## config.mk

```make
export PLATFORM = sky130hd
export DESIGN_NAME = idli_sqi_ctrl
export DESIGN_NICKNAME = d
export VERILOG_FILES = /design/src/rtl/idli_pkg.sv /design/src/rtl/idli_sqi_arb.sv /design/src/rtl/idli_sqi_ctrl.sv
export SDC_FILE = /design/constraint.sdc
export NUM_CORES = 1
export LEC_CHECK = 0
export BUFFER_PORTS_ARGS = -buffer_cell sky130_fd_sc_hd__buf_2
export CORE_MARGIN = 2
export CORE_UTILIZATION = 55
export CTS_BUF_LIST = sky130_fd_sc_hd__clkbuf_4
export CTS_CLUSTER_SIZE = 16
export DETAILED_ROUTE_END_ITERATION = 7
export GPL_TIMING_DRIVEN = 0
export PLACE_DENSITY = 0.9
export SLEW_MARGIN = 25
export SYNTH_ARGS = -nofsm -noshare
export SYNTH_HDL_FRONTEND = slang
export SYNTH_HIERARCHICAL = 1
export SYNTH_SLANG_ARGS = --single-unit
```

## constraint.sdc

```tcl
create_clock -name i_clk -period 5.8 [get_ports i_clk]
set_input_delay 0.29 -clock i_clk [delete_from_list [all_inputs] [get_ports i_clk]]
set_output_delay 0.29 -clock i_clk [all_outputs]
set_load 0.05 [all_outputs]
```

## src/rtl/idli_pkg.sv

```systemverilog
// idli_pkg: shared types and SQI flash controller constants.
package idli_pkg;
  typedef logic [15:0] data_t;
  typedef logic [3:0]  slice_t;
  typedef logic [1:0]  ctr_t;
  typedef enum logic { MEM_LOAD, MEM_STORE } mem_op_t;
  typedef enum logic [2:0] {
    SQI_IDLE, SQI_CMD, SQI_ADDR, SQI_DUMMY, SQI_DATA, SQI_END
  } sqi_state_t;
  typedef enum logic [1:0] { TXN_FETCH, TXN_LOAD, TXN_STORE } txn_t;
  localparam logic [7:0] SQI_CMD_READ      = 8'h03;
  localparam logic [7:0] SQI_CMD_WRITE     = 8'h02;
  localparam int         SQI_CMD_NIBBLES   = 2;
  localparam int         SQI_ADDR_NIBBLES  = 6;
  localparam int         SQI_DUMMY_NIBBLES = 2;
  localparam int         SQI_DATA_NIBBLES  = 4;

  // Word address becomes a 24-bit byte address; nibble 0 is the most significant.
  function automatic slice_t addr_nibble(input data_t addr, input logic [2:0] idx);
    logic [23:0] byte_addr;
    byte_addr = {7'b0, addr, 1'b0};
    return byte_addr[5'd20 - {idx, 2'b00} +: 4];
  endfunction
endpackage

```

## src/rtl/idli_sqi_arb.sv

```systemverilog
// idli_sqi_arb: fixed-priority two-requester arbiter, grants only while idle.
module idli_sqi_arb (
  input  logic idle,
  input  logic req_hi,
  input  logic req_lo,
  output logic gnt_hi,
  output logic gnt_lo
);
  always_comb begin
    gnt_hi = idle && req_hi;
    gnt_lo = idle && req_lo && !req_hi;
  end
endmodule

```

## src/rtl/idli_sqi_ctrl.sv

```systemverilog
// idli_sqi_ctrl: SQI flash/SRAM controller serving instruction fetch bursts and single-word data loads/stores.
module idli_sqi_ctrl
  import idli_pkg::*;
(
  input  logic        i_clk,
  input  logic        i_rst,
  input  logic        i_fetch_req,
  input  logic [15:0] i_fetch_addr,
  output logic        o_fetch_ack,
  output logic        o_fetch_vld,
  output logic [3:0]  o_fetch_slice,
  output logic [1:0]  o_fetch_ctr,
  input  logic        i_mem_req,
  input  logic        i_mem_op,
  input  logic [15:0] i_mem_addr,
  input  logic [3:0]  i_mem_wdata,
  output logic        o_mem_ack,
  output logic        o_mem_vld,
  output logic [3:0]  o_mem_rdata,
  output logic [1:0]  o_mem_ctr,
  output logic        o_mem_done,
  output logic        o_sqi_cs_n,
  output logic        o_sqi_oe,
  output logic [3:0]  o_sqi_dout,
  input  logic [3:0]  i_sqi_din,
  output logic        o_busy
);
  sqi_state_t state, state_nxt;
  txn_t       txn;
  data_t      addr;
  logic [2:0] phase;
  logic       phase_last, burst, rd, st_data, mem_gnt, fetch_gnt;
  logic       rd_vld, rd_fetch;
  slice_t     rd_slice;
  ctr_t       rd_ctr;
  logic [7:0] cmd;

  idli_sqi_arb u_arb (
    .idle   (state == SQI_IDLE),
    .req_hi (i_mem_req),
    .req_lo (i_fetch_req),
    .gnt_hi (mem_gnt),
    .gnt_lo (fetch_gnt)
  );

  assign rd      = txn != TXN_STORE;
  assign st_data = state == SQI_DATA && !rd;
  assign cmd     = rd ? SQI_CMD_READ : SQI_CMD_WRITE;
  assign phase_last = (state == SQI_CMD)   ? phase == 3'(SQI_CMD_NIBBLES - 1) :
                      (state == SQI_ADDR)  ? phase == 3'(SQI_ADDR_NIBBLES - 1) :
                      (state == SQI_DUMMY) ? phase == 3'(SQI_DUMMY_NIBBLES - 1) :
                      (state == SQI_DATA)  ? phase == 3'(SQI_DATA_NIBBLES - 1) : 1'b1;
  // Only a fetch continues, and only while nobody on the data side is waiting.
  assign burst = state == SQI_DATA && phase_last && txn == TXN_FETCH && i_fetch_req && !i_mem_req;

  always_ff @(posedge i_clk or posedge i_rst) begin
    if (i_rst) state <= SQI_IDLE;
    else       state <= state_nxt;
  end

  always_comb begin
    state_nxt = state;
    case (state)
      SQI_IDLE:  state_nxt = (mem_gnt || fetch_gnt) ? SQI_CMD : SQI_IDLE;
      SQI_CMD:   state_nxt = phase_last ? SQI_ADDR : SQI_CMD;
      SQI_ADDR:  state_nxt = phase_last ? (rd ? SQI_DUMMY : SQI_DATA) : SQI_ADDR;
      SQI_DUMMY: state_nxt = phase_last ? SQI_DATA : SQI_DUMMY;
      SQI_DATA:  state_nxt = (phase_last && !burst) ? SQI_END : SQI_DATA;
      default:   state_nxt = SQI_IDLE;
    endcase
  end

  always_ff @(posedge i_clk or posedge i_rst) begin
    if (i_rst) begin
      phase    <= '0;
      addr     <= '0;
      txn      <= TXN_FETCH;
      rd_vld   <= 1'b0;
      rd_fetch <= 1'b0;
      rd_slice <= '0;
      rd_ctr   <= '0;
    end else begin
      phase    <= (state != state_nxt || burst || state == SQI_IDLE) ? 3'd0 : phase + 3'd1;
      addr     <= mem_gnt ? i_mem_addr : fetch_gnt ? i_fetch_addr : burst ? addr + 16'd1 : addr;
      txn      <= mem_gnt ? (i_mem_op == MEM_STORE ? TXN_STORE : TXN_LOAD) : fetch_gnt ? TXN_FETCH : txn;
      rd_vld   <= state == SQI_DATA && rd;
      rd_fetch <= txn == TXN_FETCH;
      rd_slice <= (state == SQI_DATA && rd) ? i_sqi_din : rd_slice;
      rd_ctr   <= state == SQI_DATA ? phase[1:0] : rd_ctr;
    end
  end

  always_comb begin
    o_sqi_cs_n    = state == SQI_IDLE || state == SQI_END;
    o_sqi_oe      = state == SQI_CMD || state == SQI_ADDR || st_data;
    o_sqi_dout    = state == SQI_CMD  ? (phase[0] ? cmd[3:0] : cmd[7:4]) :
                    state == SQI_ADDR ? addr_nibble(addr, phase) :
                    st_data           ? i_mem_wdata : 4'h0;
    o_busy        = state != SQI_IDLE;
    o_fetch_ack   = fetch_gnt;
    o_mem_ack     = mem_gnt;
    o_fetch_vld   = rd_vld && rd_fetch;
    o_mem_vld     = rd_vld && !rd_fetch;
    o_fetch_slice = rd_slice;
    o_mem_rdata   = rd_slice;
    o_fetch_ctr   = rd_ctr;
    o_mem_ctr     = st_data ? phase[1:0] : rd_ctr;
    o_mem_done    = state == SQI_END && txn != TXN_FETCH;
  end
endmodule

```

Word level (Yosys, flattened, before mapping) --
Index checks and enable logic that the tools add are counted.
Storage, ports and cells: bits in registers 32, input bits 45, word-level logic and storage cells 75
Cells by class: add/subtract/negate cells 3, equal/unequal tests 10, shift operators 1, mux-type cells 24, reductions and logical operators 29
Operators with widths (count):
- $mux W16 | 3
- $shiftx A24 B6 Y4 | 1
- $add A16 B1 Y16 const B | 1
- $pmux W3 S5 | 1
- $logic_and A1 B1 Y1 | 13
- $mux W2 | 6
- $mux W3 | 4
- $mux W4 | 3
- $eq A3 B2 Y1 const B | 3
- $eq A3 B3 Y1 const B | 3
- $mux W1 | 7
- $eq A3 B1 Y1 const B | 2
- $logic_or A1 B1 Y1 | 6
- $reduce_bool A3 Y1 | 2
- $sub A5 B5 Y5 const A | 1
- $logic_not A1 Y1 | 4
- $reduce_bool A2 Y1 | 2
- $add A3 B1 Y3 const B | 1
- $logic_not A3 Y1 | 1
- $ne A3 B3 Y1 | 1
- $logic_not A2 Y1 | 1
- $ne A2 B2 Y1 const B | 1

Logic depth before layout (Yosys ltp) --
Gate-level depths: netlist (run 1).
depth in word-level cells 17, gate-level depth with buffers 10, mapped depth without buffers 8

Cells and area by module --
Netlist (run 1), hierarchy kept.
By module, submodules not included:
- idli_sqi_ctrl | times used 1, cells each 269, area each 2265.9 µm², seq. area each 800.8 µm²
- idli_sqi_arb | times used 1, cells each 2, area each 16.3 µm², seq. area each 0.0 µm²

Worst setup path before layout (run 1) --
No wires, ideal clock.
path type reg-to-reg, start point register state[0], end point register addr[15], arrival 2958 ps, required time 5661 ps, path slack 2704 ps, stages on the path, launching flop included 11, path buffers 3, period minus slack after synthesis 3096 ps, cell sequence dfrtp_1 -> clkbuf_1 -> or3_1 -> inv_1 -> and3b_1 -> clkbuf_1 -> nor2_1 -> and2_1 -> buf_2 -> a222oi_1 -> nand3_1
Between the ends: elaborated cells on any way between the ends 19, classes of those cells eq/ne (4); mux (6); reduce/logical (9)
RTL lines:
- start, declared | RTL line idli_sqi_ctrl.sv:28 | sqi_state_t state, state_nxt;
- start signal, assigned | RTL line idli_sqi_ctrl.sv:58 | else state <= state_nxt;
- $logic_not A3 Y1 * | RTL line idli_sqi_ctrl.sv:39 | .idle (state == SQI_IDLE),
- $logic_and A1 B1 Y1 * (2 in a row) | RTL line idli_sqi_arb.sv:11 | gnt_lo = idle && req_lo && !req_hi;
- net o_fetch_ack | RTL line idli_sqi_ctrl.sv:9 | output logic o_fetch_ack,
- $mux W16 (2 in a row) | RTL line idli_sqi_ctrl.sv:84 | addr <= mem_gnt ? i_mem_addr : fetch_gnt ? i_fetch_addr : burst ? addr + 16'd1 : addr;
- end signal, assigned | RTL line idli_sqi_ctrl.sv:84
- end, declared | RTL line idli_sqi_ctrl.sv:30 | data_t addr;
Mark *: on every way through the listed nets, which the timed path passes. The rest lies on a longest branch. A chain may end at the register's enable or synchronous reset.

Worst setup path after layout (run 1) --
start point register state[0], end point register addr[15]
Between the ends: cells in the longest elaborated chain, start to end 10, elaborated cells on any way between the ends 19, classes of those cells eq/ne (4); mux (6); reduce/logical (9)
RTL lines:
- $eq A3 B3 Y1 | RTL line idli_sqi_ctrl.sv:52, idli_sqi_ctrl.sv:54
- $mux W1 | RTL line idli_sqi_ctrl.sv:52 | (state == SQI_DATA) ? phase == 3'(SQI_DATA_NIBBLES - 1) : 1'b1;
- $mux W1 | RTL line idli_sqi_ctrl.sv:51 | (state == SQI_DUMMY) ? phase == 3'(SQI_DUMMY_NIBBLES - 1) :
- $mux W1 | RTL line idli_sqi_ctrl.sv:50 | (state == SQI_ADDR) ? phase == 3'(SQI_ADDR_NIBBLES - 1) :
- $mux W1 | RTL line idli_sqi_ctrl.sv:49 | assign phase_last = (state == SQI_CMD) ? phase == 3'(SQI_CMD_NIBBLES - 1) :
- $logic_and A1 B1 Y1 (4 in a row) | RTL line idli_sqi_ctrl.sv:54 | assign burst = state == SQI_DATA && phase_last && txn == TXN_FETCH && i_fetch_req && !i_mem_req;
- $reduce_bool A3 Y1 (no line)
Parallel ways exist; a longest one is shown, timed or not.

==> results of run 1 <==
-- Yosys cell counts, types with 2 or more instances --
library cell and instances:
a32oi_1 2, dfrtp_1 32, nand4_1 5, a22oi_1 4
buf_4 4, o21ai_0 15, nor2_1 24, nand2b_1 3
or3_1 2, and3_1 3, nor2b_1 10, buf_2 4
nand3_1 6, inv_1 10, nand2_1 29, buf_1 2
o21ai_1 6, nor3_1 5, a31oi_1 2, mux2i_1 8
o221ai_1 2, a211oi_1 2, a221oi_1 2, ha_1 4
xor2_1 2, xnor2_1 7, mux2_2 6, a21oi_1 27
clkbuf_1 9, and2_1 2, o211ai_1 2, o22ai_1 6
-- worst max-delay path, delay by kind of cell, from the launching register on --
kind                   cells  cell delay, ns
AND/OR/NAND/NOR            5            1.18
buffers and inverters      4            0.91
flip-flops                 1            0.49
AO/OA/AOI/OAI              1            0.28
-- final timing paths --
check	from	endpoint	depth (start not counted)	slack (ns)
worst max-delay path	state[0]	addr[15]	10	2.81
worst min-delay path	i_rst	addr[8]	2	0.03
worst max register to register	state[0]	addr[15]	10	2.81
worst min register to register	o_fetch_ctr[0]	o_fetch_ctr[0]	2	0.52
max in group asynchronous	i_rst	addr[5]	2	5.33
min in group i_clk	i_mem_op	txn[0]	2	0.14
-- metal layers --
| metal | global-route usage | vias up |
|---|---|---|
| met5 | 0 | - |
| met4 | 0.125 | 0 |
| met3 | 0.0329 | 7 |
| met2 | 0.433 | 114 |
| met1 | 0.356 | 1124 |
| li1 | - | 1127 |
-- final cells by class --
type / count / area (µm²)
clock buffers: 6 / 45.0
multi-input cells: 208 / 1340
fillers: 320 / 1230
inverters: 11 / 41.3
flip-flops and latches: 32 / 801
well taps: 50 / 62.6
repair buffers: 68 / 340
plain buffers: 20 / 103
clock inverters: 2 / 35.0
-- kinds of logic after synthesis --
| kind of cell | synth area share |
|---|---|
| xor gates and xnor gates | 0.0345 |
| muxes | 0.0647 |
| buffers and inverters | 0.0630 |
| DFF | 0.351 |
| and+or+nand+nor | 0.248 |
| AOI/OAI and AO/OA | 0.217 |
| adders and majority gates | 0.0219 |
-- registers in the layout (all words and copies together), names as in the netlist --
register       cells
rd_fetch           1
addr              16
txn                2
phase              3
rd_vld             1
o_fetch_ctr        2
o_fetch_slice      4
state              3
-- stage by stage --
stage,cell area [µm²],util,hold slack (ns)
2_1_floorplan,2280,-,0.389
3_3_place_gp,2690,0.671,0.483
3_5_place_dp,2690,0.671,0.432
4_1_cts,2770,0.691,0.0608
5_1_grt,2770,0.691,0.0760
6_report,2770,0.691,0.0326
-- where the power goes --
part | total [mW] | switching [mW] | leakage, nW | internal, mW
combinational | 1.01 | 0.669 | 0.834 | 0.337
clock | 0.177 | 0.0818 | 0.0456 | 0.0950
sequential | 0.461 | 0.135 | 0.386 | 0.326
-- cells in the final DEF (no fill, tap or decap), types with 7 or more instances in the layout --
| master | count |
|---|---|
| a21oi_1 | 27 |
| buf_2 | 72 |
| clkbuf_1 | 9 |
| nor2b_1 | 10 |
| nand2_1 | 29 |
| dfrtp_1 | 32 |
| inv_1 | 9 |
| nor2_1 | 24 |
| o21ai_0 | 15 |
| xnor2_1 | 7 |
| mux2i_1 | 8 |
==> flow_metrics.tcl, run 1 <==
set metrics [dict create \
    ios 69 \
    grtUsageTotal 0.268 \
    instances_no_fill 397 \
    crit_top_cell "clkbuf_1" \
    cts-resized-gates 0 \
    tritoncts "done" \
    cts_buffer_depth 2 \
    critPathCaptureType "flip-flop" \
    worstSetupPathType "flip-flop to flip-flop" \
    start_util 0.571 \
    power_mw 1.64 \
    num_rows 23 \
    rsz0062_at_grt "false" \
    cts_max_level 2 \
    grt_pass1_wl_um 9190 \
    die-area_um2 4680 \
    fin_crit_ns 2.99 \
    antenna_found_initial 0 \
    drtAntennaViolNets 0 \
    drt_iter0_drc 239 \
    synth_seq_area_share 0.351 \
    setup_slack_ns 2.81 \
    routedWlPerCell_um 15.3 \
    tns_ns 0 \
    clock-sinks 32 \
    cts_root_buffer "clkbuf_4" \
    critPathArrivalTime_ns 3.21 \
    grt_max_degree 33 \
    insertion_delay_ns 0.35 \
    cp_slowest_cell "dfrtp_1" \
    synthCells 271 \
    drive_gt1_frac 0.297 \
    drtPass1Iterations 5 \
    max_freq_mhz 334 \
    drt-met1-wl_um 2590 \
    yosys_register_bits 32 \
    final_nets 395 \
    finClkSkew_ns 0.0142 \
    cts_buffers 5 \
    clk_pin_slew_worst_paths_ns 0.11 \
    tightestPinTransition_ns 0.675 \
    synth_top_area_share 0.351 \
    synthTopCellsByArea "dfrtp_1 (35%), a21oi_1 (5.9%), nand2_1 (4.8%)" \
    yosys.area.top_type "dfrtp_1" \
    grt_pass1_vias 2020 \
    ir_worst_vdd_mv 0.407 \
    place_ws_ns 2.92 \
    area_growth_pct 21.2 \
    path_cells "clkbuf_1 > or3_1 > inv_1 > and3b_1 > clkbuf_1 > nor2_1 > and2_1 > buf_2 > a222oi_1 > nand3_1" \
    met3WireLength_um 429 \
    maxCapViolCount 0 \
    top_layer_used "met4" \
    hold_violations 0 \
    synth_area_per_cell_um2 8.42 \
    port_buffers 68 \
    cts_setup_buffers 0 \
    via_per_inst 5.97 \
    p_leak_nw 1.27 \
    dp_hpwl_um 4490 \
    powerDensity_nw_per_um2 594 \
    cp_max_fo 10 \
    synthFlopType "dfrtp_1" \
    antenna_cells 0 \
    core-area_um2 4000 \
    gp_congestion 0.939 \
    finalSetupViolations 0 \
    die_w_um 68.4 \
    hold_class "input port to async pin" \
    yosysUniqueCellTypes 56 \
    outcome "completed" \
    grt-ovfl-total 0 \
    synth_area_um2 2280 \
    critPathMaxStageDelay_ns 0.49 \
    fp.dieH_um 68.4 \
    wl_met2_um 2990 \
    slew_viol_final 0 \
    place_inst 389 \
    route.detailed.drc 0 \
    synth-edff-count 0 \
    syn-num-nets 320 \
    ys_warn_count 6 \
    vias 2372 \
    crit_required_ns 6.02 \
    postCtsHoldBufs 0 \
    routed_wl_um 6080 \
    async_flop_share 1.00 \
    fin_crit_sh 0.516 \
    startpoint_type "flip-flop" \
    slew_headroom 0.549 \
]
No activity file was read; power rests on OpenSTA's default activity.
==> run 2: changes to the inputs <==
- CORE_UTILIZATION: 55 -> 53
- PLACE_DENSITY: 0.9 -> 0.87
- clock period: 5.8 -> 3.1 ns (I/O delays scaled with it)
==> run 2 against run 1 <==
- fmax grew 9.5%
- power grew 86%
- final cell count grew 0.25%
- highest routed layer unchanged
- routed wire length grew 1.1%
- via count shrank 0.93%
- clock skew shrank 0.011 ns
==> flow_metrics.tcl, run 2 (same netlist as run 1, synthesis figures left out) <==
set metrics [dict create \
    place_inst 389 \
    drtPass1Iterations 4 \
    cts_buffers 5 \
    route.detailed.drc 0 \
    rsz0062_at_grt "false" \
    max_freq_mhz 366 \
    grt_pass1_wl_um 10300 \
    fp.dieH_um 69.6 \
    critPathMaxStageDelay_ns 0.49 \
    tns_ns 0 \
    critPathTopFamily "simple AND/OR/NAND/NOR gates" \
    area_growth_pct 21.5 \
    insertion_delay_ns 0.33 \
    drive_gt1_frac 0.296 \
    startpoint_type "flip-flop" \
    hold_class "input port to flip-flop" \
    gp_congestion 0.930 \
    path_cells "clkbuf_1 > or3_1 > inv_1 > and3b_1 > clkbuf_2 > nor2_1 > and2_1 > buf_2 > a222oi_1 > nand3_1" \
    final_common_cell "buf_2" \
    cp_max_fo 10 \
    clock-sinks 32 \
    critPathArrivalTime_ns 2.93 \
    fin_crit_sh 0.882 \
    final_cell_mix "buf_2 (72), dfrtp_1 (32), nand2_1 (29)" \
    slew_viol_final 0 \
    ios 69 \
    top_register "addr" \
    design_area_um2 2770 \
    port_buffers 68 \
    grt_max_degree 33 \
    routed_wl_um 6140 \
    worst-path-buf-inv 4 \
    grt_pass1_vias 2272 \
    hold_violations 0 \
    final_nets 396 \
    routedWlPerCell_um 15.4 \
    antenna_found_initial 0 \
    core-area_um2 4090 \
    via_per_inst 5.90 \
    crit_required_ns 3.30 \
    critPathCaptureType "flip-flop" \
    instances_no_fill 398 \
    cts_setup_buffers 0 \
    cp_slowest_cell "dfrtp_1" \
    dp_hpwl_um 4610 \
    die_w_um 69.6 \
    grt-ovfl-total 0 \
    die-area_um2 4850 \
    tightestPinTransition_ns 0.687 \
    clk_pin_slew_worst_paths_ns 0.10 \
    outcome "completed" \
    vias 2350 \
    cts_root_buffer "clkbuf_4" \
    largest_reg_flops 16 \
    powerDensity_nw_per_um2 1100 \
    worstSetupPathType "flip-flop to flip-flop" \
    antenna_cells 0 \
    drtAntennaViolNets 0 \
    cts_buffer_depth 2 \
    finalSetupViolations 0 \
    fin_crit_ns 2.73 \
    p_leak_nw 1.27 \
    place_area_um2 2690 \
    cts_max_level 2 \
    start_util 0.558 \
    ir_worst_vdd_mv 0.816 \
    num_rows 23 \
    grtUsageTotal 0.261 \
    tritoncts "done" \
    slew_headroom 0.542 \
    maxCapViolCount 0 \
    drt_iter0_drc 219 \
    finClkSkew_ns 0.00331 \
]
-- run 2: cell count changes in the layout (fill, tap and decap cells not counted), sizes merged --
cell	previous run	this run
dlygate4sd3	0	1
buf	79	78
clkinv	1	2
-- run 2: final cells by class --
cell class	count	area (µm²)
Inverter	11	41.3
Clock buffer	5	37.5
Fill cell	348	1310
Timing Repair Buffer	69	350
Buffer	20	105
Multi-Input combinational cell	208	1340
Clock inverter	3	37.5
Tap cell	50	62.6
Sequential cell	32	801
-- run 2: routing by layer --
layer / GRT usage / share of wire
met5: 0 / 0
met2: 0.426 / 0.49
met4: 0.103 / 0.011
met1: 0.344 / 0.42
met3: 0.0465 / 0.081
-- run 2: stage by stage --
stage | hold WS, ns | util | total power [mW] | setup WS [ns]
2_1_floorplan | 0.254 | - | 2.28 | 0.00370
3_3_place_gp | 0.358 | 0.657 | 2.66 | 0.233
3_5_place_dp | 0.306 | 0.657 | 2.72 | 0.194
4_1_cts | 0.00879 | 0.678 | 3.04 | 0.176
5_1_grt | 0.00215 | 0.679 | 3.27 | 0.168
6_report | 0.0148 | 0.679 | 3.05 | 0.367
-- run 2: what timing repair did --
| action | CTS | global route |
|---|---|---|
| endpoints found under the setup margin | 0 | 6 |
| hold buffers | 1 | 0 |
| endpoints found under the hold margin | 32 | 0 |
| gates resized for setup | 0 | 3 |
-- run 2: where the power goes --
group,total (mW),switching (mW),internal (mW)
Clock,0.313,0.149,0.165
Sequential,0.871,0.261,0.609
Combinational,1.87,1.24,0.632
-- run 2: worst paths after layout --
path,startpoint,to,slack (ns),cells after the start
worst min register to register,o_fetch_ctr[0],o_fetch_ctr[0],0.52,2
worst max-delay path,state[0],addr[15],0.37,10
min in group asynchronous,i_rst,rd_fetch,0.47,3
max in group asynchronous,i_rst,addr[11],2.20,3
worst max register to register,state[0],addr[15],0.37,10
worst min-delay path,i_mem_op,txn[0],0.01,2
-- run 2: worst register-to-register path, delay by kind of cell (launching register included) --
family / cells / cell delay, ns
DFF: 1 / 0.49
AOI/OAI and AO/OA: 1 / 0.24
and+or+nand+nor: 5 / 1.09
buffers and inverters: 4 / 0.79
==> run 3: changes to the inputs <==
- REMOVE_ABC_BUFFERS: default -> 1
- SLEW_MARGIN: 25 -> 20
==> run 3 against run 2 <==
- sequential cell count did not move
- global-route usage fell by 2.3 points
- sequential share of layout area rose by 1.2 points
- first-iteration DRC count rose by 5.0%
- clock skew rose by 0.0074 ns
- critical path type unchanged
- critical endpoint unchanged
==> flow_metrics.tcl, run 3 (same netlist as run 1, synthesis figures left out) <==
set metrics [dict create \
    largest_reg_flops 16 \
    slew_headroom 0.551 \
    multiInputGateArea_um2 1340 \
    cp_max_fo 29 \
    startpoint_type "flip-flop" \
    routedWlPerCell_um 15.1 \
    drtPass1Iterations 4 \
    grt_max_degree 33 \
    cts_buffer_depth 2 \
    core-area_um2 4090 \
    instances_no_fill 379 \
    cts_buffers 5 \
    rsz0062_at_grt "false" \
    fin_crit_sh 0.918 \
    final_nets 377 \
    via_per_inst 5.91 \
    num_rows 23 \
    grtUsageTotal 0.238 \
    dp_hpwl_um 4130 \
    cts_root_buffer "clkbuf_4" \
    clk_pin_slew_worst_paths_ns 0.12 \
    critPathTopFamily "simple AND/OR/NAND/NOR gates" \
    area_growth_pct 16.8 \
    grt_pass1_wl_um 9560 \
    critPathMaxStageDelay_ns 0.60 \
    finalSetupViolations 0 \
    drt_iter0_drc 230 \
    start_util 0.558 \
    finClkSkew_ns 0.0107 \
    place_inst 369 \
    vias 2239 \
    power_mw 2.88 \
    die-area_um2 4850 \
    slew_viol_final 0 \
    place_ws_ns -0.0663 \
    tightestPinTransition_ns 0.673 \
    drtAntennaViolNets 0 \
    maxCapViolCount 0 \
    ir_worst_vdd_mv 0.711 \
    powerDensity_nw_per_um2 1080 \
    hold_violations 0 \
    critPathArrivalTime_ns 3.05 \
    clock-sinks 32 \
    antenna_cells 0 \
    final_cell_mix "buf_2 (68), dfrtp_1 (32), nand2_1 (29)" \
    utilization 0.652 \
    critPathCaptureType "flip-flop" \
    fin_crit_ns 2.85 \
    top_register "addr" \
    seqCellArea_um2 801 \
    hold_class "input port to flip-flop" \
    final_common_cell "buf_2" \
    die_w_um 69.6 \
    nFillCells 358 \
    grt-ovfl-total 0 \
    port_buffers 68 \
    max_freq_mhz 351 \
    outcome "completed" \
    tritoncts "done" \
    worst-path-buf-inv 1 \
    hold_ws_ns 0.0346 \
    route.detailed.drc 0 \
    setup_slack_ns 0.253 \
    cts_max_level 2 \
    insertion_delay_ns 0.34 \
    ios 69 \
    grt_pass1_vias 2070 \
    routed_wl_um 5740 \
    cp_slowest_cell "dfrtp_1" \
    p_leak_nw 1.20 \
    path_cells "or3_1 > inv_1 > and3b_2 > nor2_1 > and2_1 > a222oi_1 > nand3_1" \
    fp.dieH_um 69.6 \
    drive_gt1_frac 0.289 \
    antenna_found_initial 0 \
    gp_congestion 0.822 \
    cts_setup_buffers 0 \
    crit_required_ns 3.30 \
    worstSetupPathType "flip-flop to flip-flop" \
]
## run 3: cell types whose count changed in the layout (fill, tap and decap cells not counted), moves of 2 or more
cell / change
clkbuf_1: -8
clkinv_1: -2
clkinvlp_4: +2
buf_4: -4
buf_2: -4
clkbuf_2: -2
## run 3: what timing repair did
action / CTS / global route
endpoints found under the setup margin: 2 / 0
hold buffers: 2 / 0
endpoints found under the hold margin: 33 / 0
gates resized for setup: 1 / 0
## run 3: worst paths after layout
kind                                 from              to  slack, ns  depth (start not counted)
min                         i_mem_addr[0]         addr[0]       0.03                          3
max reg2reg                      state[0]        addr[15]       0.25                          7
max in group asynchronous           i_rst        phase[1]       2.20                          3
max                              state[0]        addr[15]       0.25                          7
min reg2reg                o_fetch_ctr[1]  o_fetch_ctr[1]       0.51                          2
min in group asynchronous           i_rst          txn[0]       0.45                          3
## run 3: through the flow
step	instance area, µm²	TNS, ns
after CTS	2670	0
after global placement	2580	-0.0422
after detailed placement	2580	-0.0958
after global routing	2670	0
final	2670	0
after floorplan	2180	-0.337
## run 3: area by class of cell
class / instances / area share
multi-input combinational: 208 / 0.502
sequential: 32 / 0.300
timing repair buffer: 70 / 0.135
tap: 50 / 0.0235
inverter: 11 / 0.0155
clock buffer: 5 / 0.0141
clock inverter: 3 / 0.00892
## run 3: per-layer routing
layer,wire length [µm],vias to the layer above,track usage
li1,-,1086,-
met5,0,-,0
met4,94,0,0.0705
met2,2880,95,0.399
met3,368,9,0.0363
met1,2400,1049,0.321
## run 3: worst register-to-register path, stage by stage, from the launching register on
cell	delay, ns
dfrtp_1	0.60
or3_1	0.46
inv_1	0.08
and3b_2	0.55
nor2_1	0.23
and2_1	0.37
a222oi_1	0.28
nand3_1	0.13
## run 3: where the power goes
part | switching, mW | total, mW | leakage, nW | internal (mW)
combinational | 1.13 | 1.69 | 0.789 | 0.561
clock | 0.163 | 0.252 | 0.0274 | 0.0892
sequential | 0.326 | 0.934 | 0.386 | 0.608
total | 1.62 | 2.88 | 1.20 | 1.26
